[config.mk]
export PLATFORM = sky130hd
export DESIGN_NAME = cache_requester
export DESIGN_NICKNAME = d
export VERILOG_FILES = /design/src/rtl/cache_pkg.sv /design/src/rtl/sat_counter.sv /design/src/rtl/cache_requester.sv
export SDC_FILE = /design/constraint.sdc
export NUM_CORES = 1
export LEC_CHECK = 0
export ABC_AREA = 1
export BUFFER_PORTS_ARGS = -buffer_cell sky130_fd_sc_hd__buf_2
export CAP_MARGIN = 10
export CORE_MARGIN = 8
export CORE_UTILIZATION = 56
export CTS_CLUSTER_SIZE = 12
export DETAILED_ROUTE_END_ITERATION = 7
export GPL_TIMING_DRIVEN = 0
export PLACE_DENSITY = 0.94
export SYNTH_ARGS = -nofsm -noshare
export SYNTH_HDL_FRONTEND = slang
export SYNTH_SLANG_ARGS = --single-unit
[constraint.sdc]
create_clock -name clk_i -period 5.68 [get_ports clk_i]
set_clock_uncertainty 0.15 [all_clocks]
set_input_delay 0.284 -clock clk_i [delete_from_list [all_inputs] [get_ports clk_i]]
set_output_delay 0.284 -clock clk_i [all_outputs]
set_load 0.01 [all_outputs]
[src/rtl/cache_pkg.sv]
// cache_pkg: shared types and constants for the data-cache requester.
package cache_pkg;
   typedef enum logic [1:0] {IDLE, BUSY, RESP} req_state_t;
   typedef struct packed {
      logic        we;
      logic [31:0] addr;
      logic [31:0] wdata;
   } mem_req_t;
   localparam int WORD_ALIGN_BITS = 2;
endpackage

[src/rtl/sat_counter.sv]
// sat_counter: event counter that sticks at all-ones instead of wrapping.
module sat_counter #(
   parameter int CNT_WIDTH = 32
) (
   input  logic                 clk_i,
   input  logic                 rst_ni,
   input  logic                 inc_i,
   output logic [CNT_WIDTH-1:0] count_o
);
   always_ff @(posedge clk_i or negedge rst_ni)
      if (!rst_ni) count_o <= '0;
      else if (inc_i && !(&count_o)) count_o <= count_o + CNT_WIDTH'(1);
endmodule

[src/rtl/cache_requester.sv]
// cache_requester: single-outstanding load/store initiator for the data cache processor port.
module cache_requester
   import cache_pkg::*;
#(
   parameter int TIMEOUT   = 256,
   parameter int CNT_WIDTH = 32
) (
   input  logic                 clk_i,
   input  logic                 rst_ni,
   input  logic                 req_valid_i,
   output logic                 req_ready_o,
   input  logic                 req_we_i,
   input  logic [31:0]          req_addr_i,
   input  logic [31:0]          req_wdata_i,
   output logic                 resp_valid_o,
   input  logic                 resp_ready_i,
   output logic [31:0]          resp_rdata_o,
   output logic                 resp_err_o,
   output logic                 cache_en_o,
   output logic                 cache_we_o,
   output logic [31:0]          cache_addr_o,
   output logic [31:0]          cache_wdata_o,
   input  logic                 cache_hit_i,
   input  logic [31:0]          cache_rdata_i,
   output logic [CNT_WIDTH-1:0] req_cnt_o,
   output logic [CNT_WIDTH-1:0] miss_cnt_o
);
   localparam int TW = $clog2(TIMEOUT);
   req_state_t    state_q;
   mem_req_t      req_q;
   logic [TW-1:0] tmo_q;
   logic [31:0]   rdata_q;
   logic          err_q;
   logic          busy, accept, misaligned, timed_out, miss_inc;
   assign busy       = state_q == BUSY;
   assign req_ready_o = state_q == IDLE;
   assign accept     = req_valid_i & req_ready_o;
   assign misaligned = req_addr_i[WORD_ALIGN_BITS-1:0] != '0;
   assign timed_out  = tmo_q == TW'(TIMEOUT - 1);
   assign miss_inc   = busy & (tmo_q == '0) & ~cache_hit_i;
   // Cache lines come only from state and latched request, never straight from req_*.
   assign cache_en_o    = busy;
   assign cache_we_o    = busy & req_q.we;
   assign cache_addr_o  = busy ? req_q.addr : '0;
   assign cache_wdata_o = busy ? req_q.wdata : '0;
   assign resp_valid_o  = state_q == RESP;
   assign resp_rdata_o  = rdata_q;
   assign resp_err_o    = err_q;
   always_ff @(posedge clk_i or negedge rst_ni)
      if (!rst_ni) begin
         state_q <= IDLE;
         req_q   <= '0;
         tmo_q   <= '0;
         rdata_q <= '0;
         err_q   <= 1'b0;
      end else begin
         case (state_q)
            IDLE: if (accept) begin
               req_q   <= '{we: req_we_i, addr: req_addr_i, wdata: req_wdata_i};
               tmo_q   <= '0;
               rdata_q <= '0;
               err_q   <= misaligned;
               state_q <= misaligned ? RESP : BUSY;
            end
            // A hit wins over a simultaneous timeout.
            BUSY: if (cache_hit_i) begin
               rdata_q <= req_q.we ? '0 : cache_rdata_i;
               err_q   <= 1'b0;
               state_q <= RESP;
            end else if (timed_out) begin
               rdata_q <= '0;
               err_q   <= 1'b1;
               state_q <= RESP;
            end else tmo_q <= tmo_q + TW'(1);
            RESP: if (resp_ready_i) state_q <= IDLE;
            default: state_q <= IDLE;
         endcase
      end
   sat_counter #(.CNT_WIDTH(CNT_WIDTH)) u_req_cnt (
      .clk_i(clk_i), .rst_ni(rst_ni), .inc_i(accept), .count_o(req_cnt_o)
   );
   sat_counter #(.CNT_WIDTH(CNT_WIDTH)) u_miss_cnt (
      .clk_i(clk_i), .rst_ni(rst_ni), .inc_i(miss_inc), .count_o(miss_cnt_o)
   );
endmodule

==> metrics <==
sequential share of the synthesized area 0.477; Slowest cell on crit path dfrtp_1; die outline width between 100 and 150 um; deepest clock path buffer count 2; synth warn 0; CP Data Required Time 5.25 ns; CTS buffer count 17; synth cell count leaders 443 x nand2_1, 174 x nor2_1, 172 x dfrtp_1; post-CTS sizing 0; first-pass GRT wire length about 54 mm; final WL 34.6 mm; setup TNS 0 ns; Setup crit end kind output pin; max-slew violations 0; vias 10500; DR WL/cell 18.4 um; Worst Setup Start Kind flop; Hold-fix buffers, CTS 97; DRT iter0 DRCs 969; Post-Synthesis Cells 1267; Final setup viols 0; CP Buf/Inv Count 4; DRC 0; Tcrit/Tclk final 0.489; Clock transition at path regs ~0.07 ns; largest net degree at the start of global routing 98; GP Congestion 0.924; grt ovf 0; CP cell instances inv_2, nand2_2, clkbuf_1, buf_2, nor2_1, buf_2; Core Box Area 15800 um^2; top cell type's share of synthesized area 0.477; Peak VDD IR 0.269 mV; die area 20400 um^2; clk_lat worst skew 0.43 ns; number of flops mapped to enable cells by yosys 0; layout cells sized above 1 0.212; # port buffers about 270; area grow syn2layout 35.6%; layout net count 1756; synthesized flop and latch total 172; Placed Cells 1750; Max transition margin 0.513; initial antenna violation count 2; Fmax ~360 MHz; total track usage 0.337; # rows 46; leakage 6.46 nW; min-delay worst type input port to flop; clock sinks 172; non-filler cells, final 1883; asr flop ratio synth 1.00; postcts setup bufs 0; Worst-Margin Slew 0.731 ns; crit-path max cell delay 0.55 ns; crit path time final 2.77 ns; Die Span Y 143 um; critical path's top delay family buffers and inverters; Synth area leaders dfrtp_1 48%, nand2_1 18%, o21ai_0 8.2%; CTS root buf clkbuf_16; Main synth FF type dfrtp_1; synthesized area per cell 7.12 um^2; Initial Util 0.570; area taken by multi-input logic gates 3870 um^2; Crit Path Max Fanout 10; cell taking the most area after synthesis dfrtp_1; most common cell in the netlist nand2_1; H-tree Lvls 4; max_cap viols 0; CTS tree yes; antenna-violating nets left 0; register area approximately 4300 um^2; status finished, final reports clean; Mapped Area roughly 9000 um^2; vias per inst 5.59; drt pass-1 iters 6; cell mode on critical path buf_2; vias in the first global route 10400; number of I/O pins 267; Hold WS 0.0148 ns; dpl hpwl 20.4 mm; PD cells 334 nW/um^2; RSZ-0062 raised after global routing no; CP Data Arrival Time approximately 2.3 ns; Fill cells 999; Setup Crit Path Kind flop to output pin; Synth Net Count 1373; Final Hold Vio Count 0; Unique masters post-synth 29
==> through the flow <==
stage / worst slack, ns / utilization / total power [mW] / area [um^2]
after global placement: 1.60 / 0.671 / 2.62 / 10600
after CTS: 3.07 / 0.772 / 3.89 / 12200
final: 2.91 / 0.773 / 4.08 / 12200
after floorplan: 3.81 / - / 2.26 / 9020
after detailed placement: 3.53 / 0.674 / 2.67 / 10700
after global routing: 2.87 / 0.773 / 4.23 / 12200
==> worst min-delay path: stages <==
cell and delay [ns]:
buf_2 0.10, inv_1 0.05, o21ai_0 0.10
==> final cells by class <==
cell class / count / area share
clock buffer: 22 / 0.0396
multi-input combinational: 885 / 0.317
antenna: 4 / 0.000818
inverter: 168 / 0.0515
sequential: 172 / 0.352
clock inverter: 10 / 0.00859
tap: 216 / 0.0221
buffer: 42 / 0.0177
timing repair buffer: 364 / 0.191
==> metal layers <==
layer | track usage | part of all wire | vias to the layer above
li1 | - | - | 4642
met3 | 0.0785 | 0.099 | 213
met2 | 0.559 | 0.48 | 824
met1 | 0.385 | 0.35 | 4845
met5 | 0 | 0 | -
met4 | 0.223 | 0.067 | 0
==> registers in the layout, summed over array words and instances (netlist names) <==
signal and flops:
u_req_cnt.count_o 32, tmo_q 8, resp_rdata_o 32, u_miss_cnt.count_o 32, req_q 65, resp_err_o 1, state_q 2
==> kinds of logic after synthesis <==
family | share of synthesized area
buffers and inverters | 0.0939
and+or+nand+nor | 0.312
DFF | 0.477
adders and majority gates | 0.00555
xor gates and xnor gates | 0.0243
AOI/OAI and AO/OA | 0.0874
==> power by group <==
part           switching, mW  internal (mW)
Combinational          0.838          0.373
Sequential             0.181           1.51
Clock                  0.521          0.659
Total                   1.54           2.54
==> cell usage in the layout, fill, tap and decap left out, types with 4 or more instances in the layout <==
master	instances
buf_4	7
clkbuf_1	14
dlygate4sd3_1	97
nand3_1	47
buf_2	285
diode_2	4
nand2_1	443
nor2_4	4
o21ai_0	148
nor2_2	7
clkbuf_8	4
nand4_1	9
xnor2_1	16
dfrtp_1	172
nor2_1	174
inv_1	163
nand2_2	7
clkbuf_16	17
inv_2	5
xor2_1	9
ha_1	4
==> final timing paths <==
kind                              startpoint                      to  slack (ns)  depth (start not counted)
min in group asynchronous             rst_ni               req_q[22]        0.35                          2
max in group asynchronous             rst_ni  u_miss_cnt.count_o[25]        4.19                          3
setup / recovery                  state_q[1]       cache_wdata_o[20]        2.91                          6
setup reg to reg                  state_q[1]               req_q[10]        3.31                          8
hold / removal             cache_rdata_i[31]        resp_rdata_o[31]        0.01                          3
hold reg to reg             resp_rdata_o[26]        resp_rdata_o[26]        0.37                          2
Power figures use the tool's default switching activity.
